## src/rtl/exec_datapath_if.sv

```systemverilog
// Core-side bundle for the execution datapath: register-file ports, decode fields and ALU operands/result.
// The control FSM holds the master end; exec_datapath holds the slave end.
interface exec_datapath_if;
  logic [4:0]  rs1;
  logic [4:0]  rs2;
  logic [4:0]  w;
  logic [31:0] data_in;
  logic        we;
  logic [31:0] data_out1;
  logic [31:0] data_out2;
  logic [2:0]  funct3;
  logic [6:0]  funct7;
  logic [3:0]  fmt;
  logic [3:0]  alu_ctr;
  logic [31:0] ALU_srcA;
  logic [31:0] ALU_srcB;
  logic [31:0] ALU_resp;
  logic        zero;

  modport master (
    output rs1, rs2, w, data_in, we, funct3, funct7, fmt, ALU_srcA, ALU_srcB,
    input  data_out1, data_out2, alu_ctr, ALU_resp, zero
  );

  modport slave (
    input  rs1, rs2, w, data_in, we, funct3, funct7, fmt, ALU_srcA, ALU_srcB,
    output data_out1, data_out2, alu_ctr, ALU_resp, zero
  );
endinterface

```

## src/rtl/exec_datapath.sv

```systemverilog
// RV32I integer datapath: 32x32 register file (async read, no bypass), ALU-control decoder and registered ALU.
// Reads and decode are combinational; ALU_resp/zero follow the operands by one clock. No flow control.
module exec_datapath (
  input  logic         clk,
  input  logic         reset,
  exec_datapath_if.slave bus
);

  typedef enum logic [3:0] {
    OP_ADD   = 4'd0,
    OP_SUB   = 4'd1,
    OP_SLL   = 4'd2,
    OP_SLT   = 4'd3,
    OP_SLTU  = 4'd4,
    OP_XOR   = 4'd5,
    OP_SRL   = 4'd6,
    OP_SRA   = 4'd7,
    OP_OR    = 4'd8,
    OP_AND   = 4'd9,
    OP_PASSA = 4'd10,
    OP_ADDJ  = 4'd11
  } alu_op_t;

  typedef enum logic [3:0] {
    FMT_R  = 4'd0,
    FMT_I  = 4'd1,
    FMT_IL = 4'd2,
    FMT_IE = 4'd3,
    FMT_S  = 4'd4,
    FMT_B  = 4'd5,
    FMT_J  = 4'd6,
    FMT_JI = 4'd7,
    FMT_U  = 4'd8,
    FMT_UP = 4'd9
  } fmt_t;

  // ---------------- register file ----------------
  // x0 has no storage; its reads are forced to zero below.
  logic [31:0] regs [1:31];

  always_ff @(posedge clk) begin
    if (reset) begin
      for (int i = 1; i < 32; i++) begin
        regs[i] <= '0;
      end
    end else if (bus.we && (bus.w != 5'd0)) begin
      regs[bus.w] <= bus.data_in;
    end
  end

  assign bus.data_out1 = (bus.rs1 == 5'd0) ? 32'd0 : regs[bus.rs1];
  assign bus.data_out2 = (bus.rs2 == 5'd0) ? 32'd0 : regs[bus.rs2];

  // ---------------- ALU-control decoder ----------------
  alu_op_t op;
  logic    alt;

  assign alt = bus.funct7[5];

  always_comb begin
    op = OP_ADD;
    case (bus.fmt)
      FMT_R, FMT_I: begin
        case (bus.funct3)
          3'd0:    op = ((bus.fmt == FMT_R) && alt) ? OP_SUB : OP_ADD;
          3'd1:    op = OP_SLL;
          3'd2:    op = OP_SLT;
          3'd3:    op = OP_SLTU;
          3'd4:    op = OP_XOR;
          3'd5:    op = alt ? OP_SRA : OP_SRL;
          3'd6:    op = OP_OR;
          default: op = OP_AND;
        endcase
      end
      FMT_JI:  op = OP_ADDJ;
      FMT_U:   op = OP_PASSA;
      default: op = OP_ADD;
    endcase
  end

  assign bus.alu_ctr = op;

  logic unused_funct7;
  assign unused_funct7 = ^{bus.funct7[6], bus.funct7[4:0]};

  // ---------------- ALU ----------------
  logic [31:0] a;
  logic [31:0] b;
  logic [4:0]  shamt;
  logic [31:0] sum;
  logic [31:0] alu_y;

  assign a     = bus.ALU_srcA;
  assign b     = bus.ALU_srcB;
  assign shamt = b[4:0];
  assign sum   = a + b;

  always_comb begin
    alu_y = '0;
    case (op)
      OP_ADD:   alu_y = sum;
      OP_SUB:   alu_y = a - b;
      OP_SLL:   alu_y = a << shamt;
      OP_SLT:   alu_y = {31'd0, $signed(a) < $signed(b)};
      OP_SLTU:  alu_y = {31'd0, a < b};
      OP_XOR:   alu_y = a ^ b;
      OP_SRL:   alu_y = a >> shamt;
      OP_SRA:   alu_y = $signed(a) >>> shamt;
      OP_OR:    alu_y = a | b;
      OP_AND:   alu_y = a & b;
      OP_PASSA: alu_y = a;
      OP_ADDJ:  alu_y = sum & ~32'd1;
      default:  alu_y = '0;
    endcase
  end

  logic [31:0] resp_q;
  logic        zero_q;

  always_ff @(posedge clk) begin
    if (reset) begin
      resp_q <= '0;
      zero_q <= 1'b1;
    end else begin
      resp_q <= alu_y;
      zero_q <= (alu_y == 32'd0);
    end
  end

  assign bus.ALU_resp = resp_q;
  assign bus.zero     = zero_q;

endmodule

```

## src/flat_wrapper.sv

```systemverilog
// flat-port wrapper written by rule: the top's interface ports become plain ports
module exec_datapath_flat 
  (clk, reset, bus_rs1, bus_rs2, bus_w, bus_data_in, bus_we, bus_funct3, bus_funct7, bus_fmt, bus_ALU_srcA, bus_ALU_srcB, bus_data_out1, bus_data_out2, bus_alu_ctr, bus_ALU_resp, bus_zero);
  exec_datapath_if bus_i ();
  input  logic clk;
  input  logic reset;
  input wire logic [$bits(bus_i.rs1)-1:0] bus_rs1;
  input wire logic [$bits(bus_i.rs2)-1:0] bus_rs2;
  input wire logic [$bits(bus_i.w)-1:0] bus_w;
  input wire logic [$bits(bus_i.data_in)-1:0] bus_data_in;
  input wire logic [$bits(bus_i.we)-1:0] bus_we;
  input wire logic [$bits(bus_i.funct3)-1:0] bus_funct3;
  input wire logic [$bits(bus_i.funct7)-1:0] bus_funct7;
  input wire logic [$bits(bus_i.fmt)-1:0] bus_fmt;
  input wire logic [$bits(bus_i.ALU_srcA)-1:0] bus_ALU_srcA;
  input wire logic [$bits(bus_i.ALU_srcB)-1:0] bus_ALU_srcB;
  output wire logic [$bits(bus_i.data_out1)-1:0] bus_data_out1;
  output wire logic [$bits(bus_i.data_out2)-1:0] bus_data_out2;
  output wire logic [$bits(bus_i.alu_ctr)-1:0] bus_alu_ctr;
  output wire logic [$bits(bus_i.ALU_resp)-1:0] bus_ALU_resp;
  output wire logic [$bits(bus_i.zero)-1:0] bus_zero;
  assign bus_i.rs1 = bus_rs1;
  assign bus_i.rs2 = bus_rs2;
  assign bus_i.w = bus_w;
  assign bus_i.data_in = bus_data_in;
  assign bus_i.we = bus_we;
  assign bus_i.funct3 = bus_funct3;
  assign bus_i.funct7 = bus_funct7;
  assign bus_i.fmt = bus_fmt;
  assign bus_i.ALU_srcA = bus_ALU_srcA;
  assign bus_i.ALU_srcB = bus_ALU_srcB;
  assign bus_data_out1 = bus_i.data_out1;
  assign bus_data_out2 = bus_i.data_out2;
  assign bus_alu_ctr = bus_i.alu_ctr;
  assign bus_ALU_resp = bus_i.ALU_resp;
  assign bus_zero = bus_i.zero;
  exec_datapath u_core (.clk(clk), .reset(reset), .bus(bus_i));
endmodule
```

## config.mk

```make
export PLATFORM = sky130hd
export DESIGN_NAME = exec_datapath_flat
export DESIGN_NICKNAME = d
export VERILOG_FILES = /design/src/rtl/exec_datapath_if.sv /design/src/rtl/exec_datapath.sv /design/src/flat_wrapper.sv
export SDC_FILE = /design/constraint.sdc
export NUM_CORES = 2
export LEC_CHECK = 0
export CORE_ASPECT_RATIO = 0.75
export CORE_MARGIN = 10
export CORE_UTILIZATION = 53
export CTS_BUF_LIST = sky130_fd_sc_hd__clkbuf_16
export DETAILED_ROUTE_END_ITERATION = 8
export PLACE_DENSITY = 0.71
export SLEW_MARGIN = 20
export SYNTH_ARGS = -nofsm -noshare
export SYNTH_HDL_FRONTEND = slang
export SYNTH_SLANG_ARGS = --single-unit
export TNS_END_PERCENT = 20
```

## constraint.sdc

```tcl
create_clock -name clk -period 8.4 [get_ports clk]
set_clock_uncertainty 0.15 [all_clocks]
set_input_delay 2.52 -clock clk [delete_from_list [all_inputs] [get_ports clk]]
set_output_delay 2.52 -clock clk [all_outputs]
set_load 0.02 [all_outputs]
```

---- Word-level counts from Yosys, hierarchy flattened ----
Memory sizes are Yosys's and may differ from the RTL's.
Index checks and enable logic that the tools add are counted.
storage, ports and cells
  bits of input ports ..................... 128
  memory bits (writable) .................. 992
  flip-flop bits (word level) ............. 33
  memories kept ........................... 1
  output and inout bits ................... 101
memories
  memory       words  bits a word  rd ports  clocked after memory_dff  write ports  line                 source
  u_core.regs  31     32           2         0                         31           exec_datapath.sv:39  logic [31:0] regs [1:31];
operators by class
  muxes and demuxes ....................... 15
  bitwise gates (word level) .............. 3
  shift operators ......................... 3
  $lt $le $gt $ge ......................... 2
  reductions and logical operators ........ 11
  add/subtract/negate cells ............... 2
  equality and inequality tests ........... 20
operator list
  operator            number
  $pmux 32 s12        1
  $mux 32             3
  $lt 32x32->1        2
  $add 32x32->32      1
  $and 32x32->32      1
  $logic_not 32->1    1
  $or 32x32->32       1
  $reduce_or 32->1    1
  $shl 32x5->32       1
  $shr 32x5->32       1
  $sshr 32x5->32      1
  $sub 32x32->32      1
  $xor 32x32->32      1
  $pmux 4 s7          1
  $eq 4x3->1 const B  5
  $eq 4x4->1 const B  5
  $pmux 4 s3          1
  $logic_not 5->1     2
  $eq 3x3->1 const B  3
  $eq 4x1->1 const B  2
  $eq 4x2->1 const B  2
  $logic_not 4->1     2
  $mux 1              8
  $eq 3x2->1 const B  2
  other kinds (6)     7

---- Depth between registers and ports, before layout ----
  depth in word-level cells ............... 8
  mapped depth ............................ 17

---- Least setup slack after synthesis ----
Ideal clock, no wire load.
  kind .................................... input to output
  from .................................... input port bus_rs2[0]
  to ...................................... output port bus_data_out2[10]
  arrival ................................. 4.956 ns
  stages .................................. 7
  path slack .............................. 0.774 ns
  required time ........................... 5.730 ns
  buffers on the path ..................... 3
  path through ............................ clkbuf_1 -> clkbuf_1 -> buf_1 -> mux4_2 -> mux4_2 -> mux2i_1 -> nor2_1
on the way
  longest elaborated chain between the ends .. 2
  elaborated cells between the ends (all ways) .. 3
  those cells by class .................... mux (1); reduce/logical (1); memory (1)
ends and longest elaborated chain
  item                                              line                 source
  start: declaration                                flat_wrapper.sv:8    input wire logic [$bits(bus_i.rs2)-1:0] bus_rs2;
  $mem_v2 31x32 or $logic_not 5->1 (tied branches)  --
  $mux 32 (*)                                       exec_datapath.sv:52  assign bus.data_out2 = (bus.rs2 == 5'd0) ? 32'd0 : regs[bus.rs2];
  end: declaration                                  flat_wrapper.sv:18   output wire logic [$bits(bus_i.data_out2)-1:0] bus_data_out2;
Every way passes the cells marked *; elsewhere a longest branch is shown, timed or not.

---- Worst setup path in the final report ----
  from .................................... input port bus_rs2[0]
  to ...................................... output port bus_data_out2[9]
The elaborated chain is that of the path after synthesis.

==> qor.yml <==
fmax_mhz: 121
synthSimpleGateAreaFrac: 0.145
total_power_mw: 13.9
vias_per_cell: 7.17
drt_iter0_markers: 9048
syn_inst: 4824
vias: 48461
intPower_mw: 9.96
start_util: 0.535
synth_edf_count: 1024
tightest_slew_ns: 1.38
antenna_found_initial: 46
cts_buffer_depth: 3
die_x_um: 426
h-tree-depth: 3
power_leakage_nw: 26.5
core_mm2: 0.122
cp-end-kind: "primary output"
status: "complete, no violations"
synth_mux_area_frac: 0.262
grt_pass1_vias: 46598
synth_top_family_by_area: "multiplexers"
cts_tree: "built"
wl_per_cell_um: 39.0
swShare: 0.283
crit_arrival_ns: 5.60
hpwl_um: 177000
crit_fanout: 18
grt_setup_unrepaired: "no"
hold_viol: 0
path_clk_slew_ns: 0.06
grt-ovfl-total: 0
fill_cells: 9289
p_seq_frac: 0.448
critical_path_required_ns: 5.73
min_period_ns: 8.27
die_area_mm2: 0.138
yosysWarnings: 0
finalNetCount: 5251
grt_first_pass_wirelength_um: 364000
die_h_um: 324
syn_area_mm2: 0.0655
synth-compound-area-share: 0.0562
first_pass_iters: 6
critPathCapture: "bus_data_out2[9]"
crit_path_start: "bus_rs2[0]"
ant_nets: 0
synth-adder-area-share: 0.0191
cap_violations: 0
syn2layout_area_growth_pct: 13.8
fin_hold_ws_ns: 2.18
powerDensity_mw_per_mm2: 186
clkPwrFrac: 0.349
relSlewSlack: 0.0774
start_kind: "input port"
grt_start_max_net_pins: 69
irDropWorstVdd_mv: 0.174
path_class: "input port to primary output"
ys_types: 95
p_sw_mw: 3.94
post_cts_buffers: 0
gp_congestion: 1.10
drive_above_1_share: 0.258
synth_xor_area_frac: 0.00241
cts_resized: 0
cts_num_sinks: 1057
cts_hold_buffers: 0
cts_buffers: 103
boundaryPins: 229
avgSynthCellArea_um2: 13.6
row_count: 111
fin_crit_sh: 0.985
synth-seq-cells: 1057
drv_slew: 0
wirelength_um: 263000
tns_ns: 0
drc: 0
grtUsageTotal: 0.373
async_reset_ff_frac: 0
ys_seq_area_frac: 0.480
p_comb_frac: 0.202
portBuffers: 222
ys.flop_type: "edfxtp_1"
finalSetupViolCount: 0
cts-root-buf: "clkbuf_16"
min_path_type: "input port to register"
==> area by class of cell <==
class | instances | area (um^2) | area share
tap | 1638 | 2050 | 0.0275
antenna | 8 | 20.0 | 0.000269
multi-input combinational | 3211 | 32200 | 0.432
clock buffer | 104 | 2600 | 0.0349
clock inverter | 89 | 848 | 0.0114
inverter | 108 | 405 | 0.00544
timing repair buffer | 543 | 5040 | 0.0676
sequential | 1057 | 31400 | 0.421
==> worst max-delay path, stage by stage <==
cell,delay (ns)
buf_8,0.30
buf_4,0.30
mux4_2,0.55
mux4_2,0.46
mux2i_1,0.51
nor2_1,0.26
clkdlybuf4s50_1,0.65
==> power by group through the flow <==
stage	Combinational [mW]	Clock, mW	Sequential, mW
floorplan	1.53	0	6.30
global placement	2.69	0	6.30
detailed placement	2.70	0	6.33
CTS	2.71	4.85	6.22
global route	2.88	5.07	6.26
finish	2.81	4.85	6.23
==> kinds of logic after synthesis <==
group           count (synthesis)
compound gates                520
xor+xnor                       18
fa+ha+maj                      99
buf+inv                       587
flops                        1057
mux                           862
other cells                     1
simple gates                 1680
==> per-stage QoR <==
step	util	cell area, um^2	std cells	setup WS (ns)
floorplan	-	65600	4855	0.774
global placement	0.580	71100	6557	0.360
detailed placement	0.580	71100	6557	0.367
CTS	0.608	74500	6750	0.344
global route	0.609	74500	6756	0.231
finish	0.609	74500	6758	0.130
==> cell usage in the layout, fill, tap and decap left out, types with 12 or more instances in the layout <==
cell | synthesis | layout
nand2_1 | 141 | 141
mux2_2 | 48 | 48
clkinv_2 | 0 | 18
a211oi_1 | 43 | 41
ha_1 | 97 | 97
mux2i_1 | 135 | 135
a31oi_1 | 18 | 18
a21oi_1 | 96 | 96
o211ai_1 | 23 | 23
buf_4 | 0 | 290
a21o_1 | 17 | 17
nand3_1 | 36 | 36
clkinv_1 | 1 | 30
buf_12 | 3 | 36
edfxtp_1 | 1024 | 1024
o21a_1 | 12 | 12
nor3_1 | 46 | 46
xnor2_1 | 14 | 14
bufinv_16 | 0 | 15
nand4_1 | 23 | 23
inv_1 | 104 | 122
or2_2 | 36 | 33
nor2_4 | 0 | 33
o31ai_1 | 16 | 16
and2_1 | 1004 | 1004
clkbuf_16 | 0 | 104
o221ai_1 | 17 | 17
a221oi_1 | 27 | 27
o22ai_1 | 22 | 22
o21ai_0 | 85 | 85
nor2_1 | 275 | 242
and3_1 | 13 | 12
nor4_1 | 15 | 14
clkdlybuf4s50_1 | 0 | 201
nor2b_1 | 26 | 26
nand2b_1 | 14 | 14
dfxtp_1 | 33 | 33
conb_1 | 1 | 32
mux4_2 | 678 | 678
==> metal layers <==
metal,vias to the layer above,routed length (um),track usage
met1,24706,99000,0.522
met4,18,9160,0.120
met3,587,48300,0.199
met5,-,122,0.00142
li1,18961,-,-
met2,4189,107000,0.494
==> cell usage after synthesis (all sizes together), types with 15 or more instances <==
master / instances / area [um^2]
a211oi: 44 / 335
a21o: 17 / 128
a21oi: 97 / 489
a221oi: 29 / 267
a31oi: 18 / 113
and2: 1007 / 6300
buf: 119 / 568
clkbuf: 360 / 1350
dfxtp: 33 / 661
edfxtp: 1024 / 30700
ha: 97 / 1210
inv: 107 / 402
mux2: 48 / 541
mux2i: 135 / 1350
mux4: 679 / 15300
nand2: 143 / 542
nand3: 36 / 180
nand4: 23 / 144
nor2: 275 / 1030
nor2b: 26 / 163
nor3: 49 / 267
nor4: 15 / 93.8
o211ai: 24 / 185
o21ai: 87 / 439
o221ai: 18 / 164
o22ai: 22 / 138
o31ai: 16 / 120
or2: 36 / 225
==> how the worst min path moves through the flow <==
stage / cells after the start / slack (ns) / end / from
2_1_floorplan: 0 / 2.47 / u_core.regs[0][0]$_DFFE_PP_ / bus_data_in[0]
3_3_place_gp: 1 / 3.18 / bus_ALU_resp[0] / u_core.bus.ALU_resp[0]$_SDFF_PP0_
3_5_place_dp: 1 / 3.18 / bus_ALU_resp[2] / u_core.bus.ALU_resp[2]$_SDFF_PP0_
4_1_cts: 3 / 2.49 / u_core.bus.ALU_resp[28]$_SDFF_PP0_ / reset
5_1_grt: 1 / 2.18 / u_core.regs[0][18]$_DFFE_PP_ / bus_data_in[18]
6_report: 1 / 2.18 / u_core.regs[0][18]$_DFFE_PP_ / bus_data_in[18]
==> sequential cells by signal (all words and copies together) (netlist names) <==
register             count
u_core.regs           1024
u_core.bus.zero          1
u_core.bus.ALU_resp     32
Note: power is estimated with default switching activity, not from simulation.
